## config.mk

```make
export PLATFORM = sky130hd
export DESIGN_NAME = sdram_result_writer
export DESIGN_NICKNAME = d
export VERILOG_FILES = /design/src/rtl/mlp_mem_pkg.sv /design/src/rtl/byte_lane_packer.sv /design/src/rtl/sdram_result_writer.sv
export SDC_FILE = /design/constraint.sdc
export NUM_CORES = 1
export LEC_CHECK = 0
export BUFFER_PORTS_ARGS = -buffer_cell sky130_fd_sc_hd__buf_2
export CORE_MARGIN = 3
export CORE_UTILIZATION = 31
export DETAILED_ROUTE_END_ITERATION = 12
export PLACE_DENSITY = 0.58
export SYNTH_ARGS = -nofsm -noshare
export SYNTH_HDL_FRONTEND = slang
export SYNTH_SLANG_ARGS = --single-unit
```

## constraint.sdc

```tcl
create_clock -name interface_clock -period 6.14 [get_ports interface_clock]
set_clock_uncertainty 0.1 [all_clocks]
set_input_delay 0.614 -clock interface_clock [delete_from_list [all_inputs] [get_ports interface_clock]]
set_output_delay 0.614 -clock interface_clock [all_outputs]
set_load 0.01 [all_outputs]
```

## src/rtl/mlp_mem_pkg.sv

```systemverilog
// Shared definitions for the MLP SDRAM memory masters.
package mlp_mem_pkg;

  // Bridge word size in bytes (128-bit data bus).
  localparam int unsigned INTERFACE_WIDTH_BYTES = 16;

  // Default result region, placed above the image buffer.
  localparam int unsigned RESULT_BASE_ADDR = 204800;

  typedef enum logic [1:0] {
    IDLE  = 2'd0,
    FILL  = 2'd1,
    WRITE = 2'd2,
    DONE  = 2'd3
  } writer_state_t;

endpackage

```

## src/rtl/byte_lane_packer.sv

```systemverilog
// Packs a byte stream little-endian into one bus word, tracking lane enables.
module byte_lane_packer
  import mlp_mem_pkg::*;
#(
  parameter int unsigned WIDTH_BYTES = INTERFACE_WIDTH_BYTES
) (
  input  logic                     clk,
  input  logic                     reset,
  input  logic                     clear,
  input  logic                     load,
  input  logic [7:0]               byte_in,
  output logic [WIDTH_BYTES*8-1:0] data,
  output logic [WIDTH_BYTES-1:0]   byte_enable,
  output logic                     full
);

  localparam int unsigned LANE_BITS = $clog2(WIDTH_BYTES);

  logic [LANE_BITS-1:0] lane;

  // Lane counter, data and enable registers; clear wins over load.
  always_ff @(posedge clk) begin
    if (reset || clear) begin
      lane        <= '0;
      data        <= '0;
      byte_enable <= '0;
    end else if (load) begin
      data[{lane, 3'b000} +: 8] <= byte_in;
      byte_enable[lane]         <= 1'b1;
      lane                      <= lane + LANE_BITS'(1);
    end
  end

  // High while the next load lands in the top lane and completes the word.
  assign full = (lane == LANE_BITS'(WIDTH_BYTES - 1));

endmodule

```

## src/rtl/sdram_result_writer.sv

```systemverilog
// Avalon-style write master: packs a byte stream into bus words and writes
// them to consecutive word addresses through the SDRAM bridge.
module sdram_result_writer
  import mlp_mem_pkg::*;
#(
  parameter int unsigned INTERFACE_WIDTH_BITS = 128,
  parameter int unsigned INTERFACE_ADDR_BITS  = 26,
  parameter int unsigned COUNT_BITS           = 16
) (
  input  logic                              interface_clock,
  input  logic                              reset,
  input  logic                              start,
  input  logic [INTERFACE_ADDR_BITS-1:0]    base_address,
  input  logic [COUNT_BITS-1:0]             byte_count,
  input  logic [7:0]                        in_data,
  input  logic                              in_valid,
  output logic                              in_ready,
  output logic [INTERFACE_ADDR_BITS-1:0]    interface_address,
  output logic [INTERFACE_WIDTH_BITS/8-1:0] interface_byte_enable,
  output logic                              interface_write,
  output logic                              interface_read,
  output logic [INTERFACE_WIDTH_BITS-1:0]   interface_write_data,
  input  logic                              interface_acknowledge,
  output logic                              busy,
  output logic                              done,
  output logic [COUNT_BITS-1:0]             bytes_written
);

  localparam int unsigned WIDTH_BYTES = INTERFACE_WIDTH_BITS / 8;
  localparam int unsigned POP_BITS    = $clog2(WIDTH_BYTES) + 1;

  writer_state_t         state;
  writer_state_t         state_next;
  logic [COUNT_BITS-1:0] remaining;
  logic                  start_take;
  logic                  accept;
  logic                  ack;
  logic                  word_full;
  logic                  last_byte;
  logic [POP_BITS-1:0]   lanes_used;

  assign start_take = (state == IDLE) && start;
  assign accept     = (state == FILL) && in_valid;
  assign ack        = (state == WRITE) && interface_acknowledge;
  assign last_byte  = word_full || (remaining == COUNT_BITS'(1));

  byte_lane_packer #(
    .WIDTH_BYTES (WIDTH_BYTES)
  ) u_packer (
    .clk         (interface_clock),
    .reset       (reset),
    .clear       (start_take || ack),
    .load        (accept),
    .byte_in     (in_data),
    .data        (interface_write_data),
    .byte_enable (interface_byte_enable),
    .full        (word_full)
  );

  // State register.
  always_ff @(posedge interface_clock) begin
    if (reset) state <= IDLE;
    else       state <= state_next;
  end

  // Next-state decode.
  always_comb begin
    state_next = state;
    unique case (state)
      IDLE:  if (start) state_next = (byte_count == '0) ? DONE : FILL;
      FILL:  if (accept && last_byte) state_next = WRITE;
      WRITE: if (interface_acknowledge) state_next = (remaining == '0) ? DONE : FILL;
      DONE:  state_next = IDLE;
      default: state_next = IDLE;
    endcase
  end

  // Moore outputs decoded from the state register.
  always_comb begin
    in_ready        = 1'b0;
    interface_write = 1'b0;
    interface_read  = 1'b0;
    busy            = 1'b0;
    done            = 1'b0;
    unique case (state)
      IDLE:  ;
      FILL:  begin in_ready = 1'b1; busy = 1'b1; end
      WRITE: begin interface_write = 1'b1; busy = 1'b1; end
      DONE:  begin done = 1'b1; busy = 1'b1; end
      default: ;
    endcase
  end

  // Number of lanes committed by the word currently on the bus.
  always_comb begin
    lanes_used = '0;
    for (int unsigned i = 0; i < WIDTH_BYTES; i++) begin
      lanes_used = lanes_used + POP_BITS'(interface_byte_enable[i]);
    end
  end

  // Word address, bytes left to accept and committed byte count.
  always_ff @(posedge interface_clock) begin
    if (reset) begin
      interface_address <= '0;
      remaining         <= '0;
      bytes_written     <= '0;
    end else if (start_take) begin
      interface_address <= base_address & ~INTERFACE_ADDR_BITS'(WIDTH_BYTES - 1);
      remaining         <= byte_count;
      bytes_written     <= '0;
    end else if (accept) begin
      remaining <= remaining - COUNT_BITS'(1);
    end else if (ack) begin
      interface_address <= interface_address + INTERFACE_ADDR_BITS'(WIDTH_BYTES);
      bytes_written     <= bytes_written + COUNT_BITS'(lanes_used);
    end
  end

endmodule

```

==> results.yml, run 1 <==
clock_network:
  numClockSinks: 204
  clkLatencyLatePin_ps: 520
  path_clk_slew_ps: 60
  bufs_on_longest_clock_path: 3
  ctsResizeCount: 0
  clock_tree.root_cell: "clkbuf_16"
  cts_buffer_count: 25
  clock_tree_from_tritoncts: "done"
  postCtsSetupRepairBufs: 0
  cts_hold_buf: 0
  htreeDepth: 1
min_path:
  min-delay-path-class: "input pin to flop"
  worstHoldEndpoint: "interface_address[17]"
  timing.hold.worst_path_depth: 3
  worst_hold_startpoint: "base_address[17]"
worst_setup_path:
  worst-setup-path-type: "flop to flop"
  timing.critical_path.arrival_ps: 4680
  ff2ff_setup_slack_ps: 1820
  crit_top_cell: "fa_1"
  worstReg2RegStart: "u_packer.byte_enable[0]"
  crit_buf_inv: 2
  crit_path_max_fanout: 5
  crit_path_max_incr_delay_ps: 570
  cp_top_family: "adder cells"
  cp-start-kind: "flop"
  cp-end-kind: "flop"
  crit_slowest_cell: "fa_1"
  path_cells: "fa_1 -> inv_1 -> fa_1 -> fa_1 -> fa_1 -> inv_1 -> ha_1 -> a211oi_1 -> o21ai_0 -> o21ai_0 -> or4_1 -> nand2_1"
  cp_data_required_time_ps: 6500
  r2r.worst_path.cells: 12
  r2r-end: "bytes_written[13]"
grt:
  grt_use_met2_pct: 27.3
  grtUsageMet1_pct: 22.1
  grt_remaining_overflow: 0
  use_met3_pct: 3.21
  globalRoute.busiestLayer: "met2"
  first_global_vias: 7658
  antenna_found_initial: 1
  grt_pass1_wl_um: 42600
  pin_count_of_the_biggest_net_entering_global_routing: 110
  grtUsageTotal_pct: 16.7
route:
  finalWirelength_um: 27900
  first_iter_violations: 405
  via_per_inst: 5.00
  detailedRoute.firstPassIterationCount: 5
  drt_drc_violations_left: 0
  route.detailed.wl_per_inst_um: 16.8
  ant_nets: 0
  num_vias: 8319
synthesis:
  synth_top_family_by_area: "simple AND/OR/NAND/NOR gates"
  yosys_register_bits: 204
  synth_compound_gate_area_share_pct: 15.3
  post_synth_xor_area_fraction_pct: 2.38
  proportion_of_netlist_area_held_by_the_largest_area_contributor_pct: 44.5
  synth_seq_area_share_pct: 44.5
  synth-edff-count: 0
  synth_top_cells_by_area: "dfxtp_1, nand3_1, o21ai_0"
  synth_ff_type: "dfxtp_1"
  synthAdderAreaFrac_pct: 5.07
  synthesis.area_per_instance_um2: 8.67
  synth_area_mm2: 0.00919
  yosysWarnings: 0
  synth_simple_gate_area_share_pct: 23.1
  ys_async_sr_fraction_pct: 0
  muxShareOfSynthArea_pct: 4.71
  syn_inst: 1060
  synth_cell_types: 68
  synth_top_cell_by_area: "dfxtp_1"
final_layout:
  fill_cell_total_of_the_finished_layout: 2984
  growth_of_design_area_from_synthesis_to_finish_pct: 24.3
  fin_nets: 1347
  post-route-util_pct: 39.5
  layout-drive-gt1-share_pct: 24.7
pwr:
  power_consumption_mw: 3.16
  peak_supply_drop_v: 0.000170
  power.sequential.fraction_pct: 43.9
  power.share.combinational_pct: 8.6
  leakage_nw: 4.90
  power.density_cell_area_mw_per_mm2: 277
  power.share.clock_pct: 47.4
  switching_share_pct: 25.2
  p_int_mw: 2.36
  net_switching_power_figure_uw: 796
sta:
  fmax_mhz: 231
  worst_slew_margin_rel_pct: 28.8
  finalCritPeriodShare_pct: 70.4
  finalWorstPathRequiredPeriod_ps: 4320
  report.final.slew_viol_count: 0
  setup_total_negative_slack_ps: 0
  worst_pin_slew_ps: 1070
  rsz_0062_raised_after_global_routing: "false"
  setup_violations: 0
  hold_viol: 0
floorplan:
  placementRows: 62
  die_area_mm2: 0.0317
  design.portCount: 246
  initial_utilization_pct: 31.7
  die-width_um: 178
  core_area_mm2: 0.0289
  dieHeight_um: 178
placement:
  place.detailed.hpwl_um: 20200
  gp_congestion: 0.798
  numPortBuffers: 236
run_status:
  run_status: "complete, no violations"
job:
  max_cap_viol_count: 0
[how the worst max path moves through the flow]
stage                     cells past startpoint  slack, ps                    start           endpoint
after floorplan                              12       2120  u_packer.byte_enable[4]  bytes_written[13]
after global placement                       12       1860  u_packer.byte_enable[0]  bytes_written[13]
after detailed placement                     12       1810  u_packer.byte_enable[0]  bytes_written[13]
after CTS                                    12       1800  u_packer.byte_enable[0]  bytes_written[13]
after global routing                         12       1570  u_packer.byte_enable[0]  bytes_written[13]
final                                        12       1820  u_packer.byte_enable[0]  bytes_written[13]
[flip-flops by register name (all words and copies together) (netlist names)]
signal                flops
u_packer.data           128
interface_address        22
bytes_written            16
remaining                16
u_packer.byte_enable     16
u_packer.lane             4
state                     2
[cell usage in the layout, fill, tap and decap left out, types with 4 or more instances in the layout]
| cell type | Yosys | final |
|---|---|---|
| a211oi_1 | 19 | 19 |
| a21oi_1 | 25 | 25 |
| a221oi_1 | 4 | 4 |
| a31o_2 | 8 | 8 |
| a31oi_1 | 17 | 17 |
| and2_1 | 15 | 15 |
| and3_1 | 13 | 13 |
| buf_2 | 30 | 236 |
| buf_4 | 5 | 8 |
| bufinv_16 | 0 | 4 |
| clkbuf_1 | 32 | 6 |
| clkbuf_16 | 0 | 25 |
| clkinv_2 | 0 | 6 |
| conb_1 | 1 | 5 |
| dfxtp_1 | 204 | 204 |
| fa_1 | 12 | 12 |
| ha_1 | 18 | 18 |
| inv_1 | 33 | 33 |
| mux2i_1 | 41 | 41 |
| nand2_1 | 114 | 114 |
| nand2b_1 | 4 | 4 |
| nand3_1 | 94 | 94 |
| nand3b_1 | 5 | 5 |
| nand4_1 | 17 | 17 |
| nor2_1 | 108 | 107 |
| nor2b_1 | 5 | 5 |
| nor3_1 | 10 | 10 |
| nor4_1 | 7 | 7 |
| o211ai_1 | 26 | 26 |
| o21ai_0 | 94 | 94 |
| or2_2 | 7 | 7 |
| or3_1 | 4 | 4 |
| or4_1 | 5 | 5 |
| xnor2_1 | 5 | 5 |
| xor2_1 | 20 | 20 |
[power by group through the flow]
| stage | logic [mW] | clock network (mW) | registers (mW) |
|---|---|---|---|
| 2_1_floorplan | 0.184 | 0 | 1.41 |
| 3_3_place_gp | 0.271 | 0 | 1.41 |
| 3_5_place_dp | 0.273 | 0 | 1.42 |
| 4_1_cts | 0.274 | 1.54 | 1.39 |
| 5_1_grt | 0.301 | 1.58 | 1.39 |
| 6_report | 0.273 | 1.50 | 1.39 |
[routing by layer]
layer | routed length, um | part of all wire (%) | vias to the layer above
li1 | - | - | 4139
met1 | 12500 | 45 | 3932
met2 | 13100 | 47 | 194
met3 | 1500 | 5.4 | 54
met4 | 868 | 3.1 | 0
met5 | 0 | 0 | -
[area by class of cell]
type | instances | area (um^2) | area share, %
Antenna cell | 1 | 2.50 | 0.0219
Clock buffer | 31 | 648 | 5.68
Clock inverter | 13 | 174 | 1.52
Inverter | 33 | 124 | 1.08
Multi-Input combinational cell | 754 | 4660 | 40.9
Sequential cell | 204 | 4080 | 35.8
Tap cell | 384 | 480 | 4.21
Timing Repair Buffer | 244 | 1240 | 10.9
[tightest hold or removal path, stage by stage]
cell	delay, ps
buf_2	90
nand3b_1	70
o21ai_0	60
[cell usage after synthesis, types with 10 or more instances]
library cell  number
dfxtp_1          204
nand2_1          114
nor2_1           108
nand3_1           94
o21ai_0           94
mux2i_1           41
inv_1             33
clkbuf_1          32
buf_2             30
o211ai_1          26
a21oi_1           25
xor2_1            20
a211oi_1          19
ha_1              18
a31oi_1           17
nand4_1           17
and2_1            15
and3_1            13
fa_1              12
nor3_1            10
[cell families after synthesis]
logic type | count (synthesis)
AOI/OAI and AO/OA | 221
xor gates and xnor gates | 25
adders and majority gates | 30
buffers and inverters | 106
DFF | 204
muxes | 43
other | 1
and+or+nand+nor | 430
[metrics by stage]
| step | hold WS, ps | area (um^2) | setup slack, ps | std cells |
|---|---|---|---|---|
| floorplan | 360 | 9200 | 2120 | 1064 |
| global placement | 341 | 10600 | 1860 | 1619 |
| finish | 251 | 11400 | 1820 | 1664 |
| global route | 249 | 11400 | 1570 | 1664 |
| detailed placement | 349 | 10600 | 1810 | 1619 |
| CTS | 225 | 11400 | 1800 | 1663 |
No activity file was read; power rests on OpenSTA's default activity.
==> run 2, diff against run 1 <==
clock period = 4.5 ns   (was 6.14 ns; I/O delays follow)
==> run 2 against run 1 <==
Effect of this change: combinational power rose by 38%; register-to-register slack worse by 1500 ps; maximum frequency rose by 2.9%.
==> results.yml, run 2 (synthesis results as in run 1) <==
floorplan:
  initial_utilization_pct: 31.7
  placementRows: 62
  die-width_um: 178
  design.portCount: 246
  dieHeight_um: 178
  die_area_mm2: 0.0317
  core_area_mm2: 0.0289
route:
  route.detailed.wl_per_inst_um: 16.9
  finalWirelength_um: 28200
  via_per_inst: 5.00
  drt_drc_violations_left: 0
  ant_nets: 0
  detailedRoute.firstPassIterationCount: 5
  num_vias: 8337
  first_iter_violations: 506
final_layout:
  growth_of_design_area_from_synthesis_to_finish_pct: 23.9
  fin_nets: 1350
  fill_cell_total_of_the_finished_layout: 2942
  reg_top3: "u_packer.data x128, interface_address x22"
  final_cell_mix: "buf_2, dfxtp_1, nand2_1"
  largest_register: "u_packer.data"
  largest_reg_flops: 128
  layout-drive-gt1-share_pct: 24.9
  layout.cells.most_common: "buf_2"
  fin_cells: 1668
placement:
  place.detailed.hpwl_um: 20600
  gp_congestion: 0.802
  placed_cells_incl_taps: 1623
  numPortBuffers: 236
min_path:
  timing.hold.worst_path_depth: 3
  min-delay-path-class: "input pin to flop"
  worst_hold_startpoint: "base_address[24]"
  worstHoldEndpoint: "interface_address[24]"
run_status:
  run_status: "complete, no violations"
sta:
  setup_violations: 0
  finalCritPeriodShare_pct: 93.3
  finalWorstPathRequiredPeriod_ps: 4200
  report.final.slew_viol_count: 0
  fmax_mhz: 238
  hold_viol: 0
  worst_pin_slew_ps: 1140
  setup_total_negative_slack_ps: 0
  worst_hold_slack_ps: 87.5
  rsz_0062_raised_after_global_routing: "false"
  worst_slew_margin_rel_pct: 23.5
grt:
  antenna_found_initial: 1
  use_met3_pct: 3.19
  grtUsageMet1_pct: 23.2
  grtUsageTotal_pct: 16.9
  grt_remaining_overflow: 0
  globalRoute.busiestLayer: "met2"
  grt_use_met2_pct: 27.0
  grt_pass1_wl_um: 43300
  first_global_vias: 7732
  pin_count_of_the_biggest_net_entering_global_routing: 48
clock_network:
  path_clk_slew_ps: 60
  htreeDepth: 1
  clock_tree.root_cell: "clkbuf_16"
  ctsResizeCount: 0
  bufs_on_longest_clock_path: 3
  clock_tree_from_tritoncts: "done"
  numClockSinks: 204
  postCtsSetupRepairBufs: 0
  clkLatencyLatePin_ps: 510
  cts_hold_buf: 0
  cts_buffer_count: 24
worst_setup_path:
  timing.critical_path.arrival_ps: 4480
  crit_path_max_fanout: 6
  worstReg2RegStart: "u_packer.byte_enable[0]"
  ff2ff_setup_slack_ps: 300
  cp_data_required_time_ps: 4780
  cp-start-kind: "flop"
  cp-end-kind: "flop"
  worst-setup-path-type: "flop to flop"
  r2r-end: "bytes_written[10]"
  r2r.worst_path.cells: 14
pwr:
  peak_supply_drop_v: 0.000236
  power.density_cell_area_mw_per_mm2: 363
  leakage_nw: 4.89
job:
  max_cap_viol_count: 0
-- run 2: cell types whose count changed in the layout (fill, tap and decap cells not counted) --
cell / change
clkinv_8: +1
clkbuf_1: +1
clkbuf_16: -1
clkbuf_8: +6
clkinvlp_4: -1
clkinv_2: -1
bufinv_16: -4
inv_6: -1
buf_4: +4
-- run 2: where the power goes --
group | internal, mW | total, mW | switching, mW
logic | 0.131 | 0.376 | 0.244
registers | 1.85 | 1.89 | 0.0473
clock network | 1.09 | 1.86 | 0.777
-- run 2: critical path, stage by stage, from the launching register on --
cell and delay [ps]:
dfxtp_1 340, fa_1 540, inv_1 70, fa_1 530, fa_1 440, fa_1 490, inv_1 50, fa_1 400
inv_1 80, fa_1 170, nor2b_1 70, o31a_1 330, o2111ai_1 250, xor2_1 170, nor2_1 50
-- run 2: worst max-delay path by stage --
stage / start / end / depth (start not counted) / slack [ps]
floorplan: u_packer.byte_enable[4] / bytes_written[13] / 12 / 480
global placement: u_packer.byte_enable[0] / bytes_written[12] / 14 / 330
detailed placement: u_packer.byte_enable[0] / bytes_written[12] / 14 / 310
CTS: u_packer.byte_enable[0] / bytes_written[10] / 14 / 270
global route: u_packer.byte_enable[0] / bytes_written[10] / 14 / 100
finish: u_packer.byte_enable[0] / bytes_written[10] / 14 / 300
-- run 2: metrics by stage --
step | utilization, % | instance area [um^2] | worst slack [ps] | power (mW)
floorplan | - | 9200 | 483 | 2.18
global placement | 36.7 | 10600 | 332 | 2.30
detailed placement | 36.7 | 10600 | 305 | 2.31
CTS | 39.3 | 11400 | 273 | 4.19
global route | 39.3 | 11400 | 99.4 | 4.30
finish | 39.3 | 11400 | 300 | 4.13
-- run 2: layer usage --
layer / wire, um / share of wire (%)
met1: 12800 / 46
met2: 13000 / 46
met3: 1560 / 5.5
met4: 820 / 2.9
met5: 0 / 0
-- run 2: area by class of cell --
cell class	instances	area (um^2)	share of cell area [%]
multi-input combinational	754	4660	41.0
antenna	1	2.50	0.0220
sequential	204	4080	35.9
clock inverter	7	48.8	0.429
clock buffer	37	709	6.23
timing repair buffer	248	1270	11.2
tap	384	480	4.22
inverter	33	124	1.09
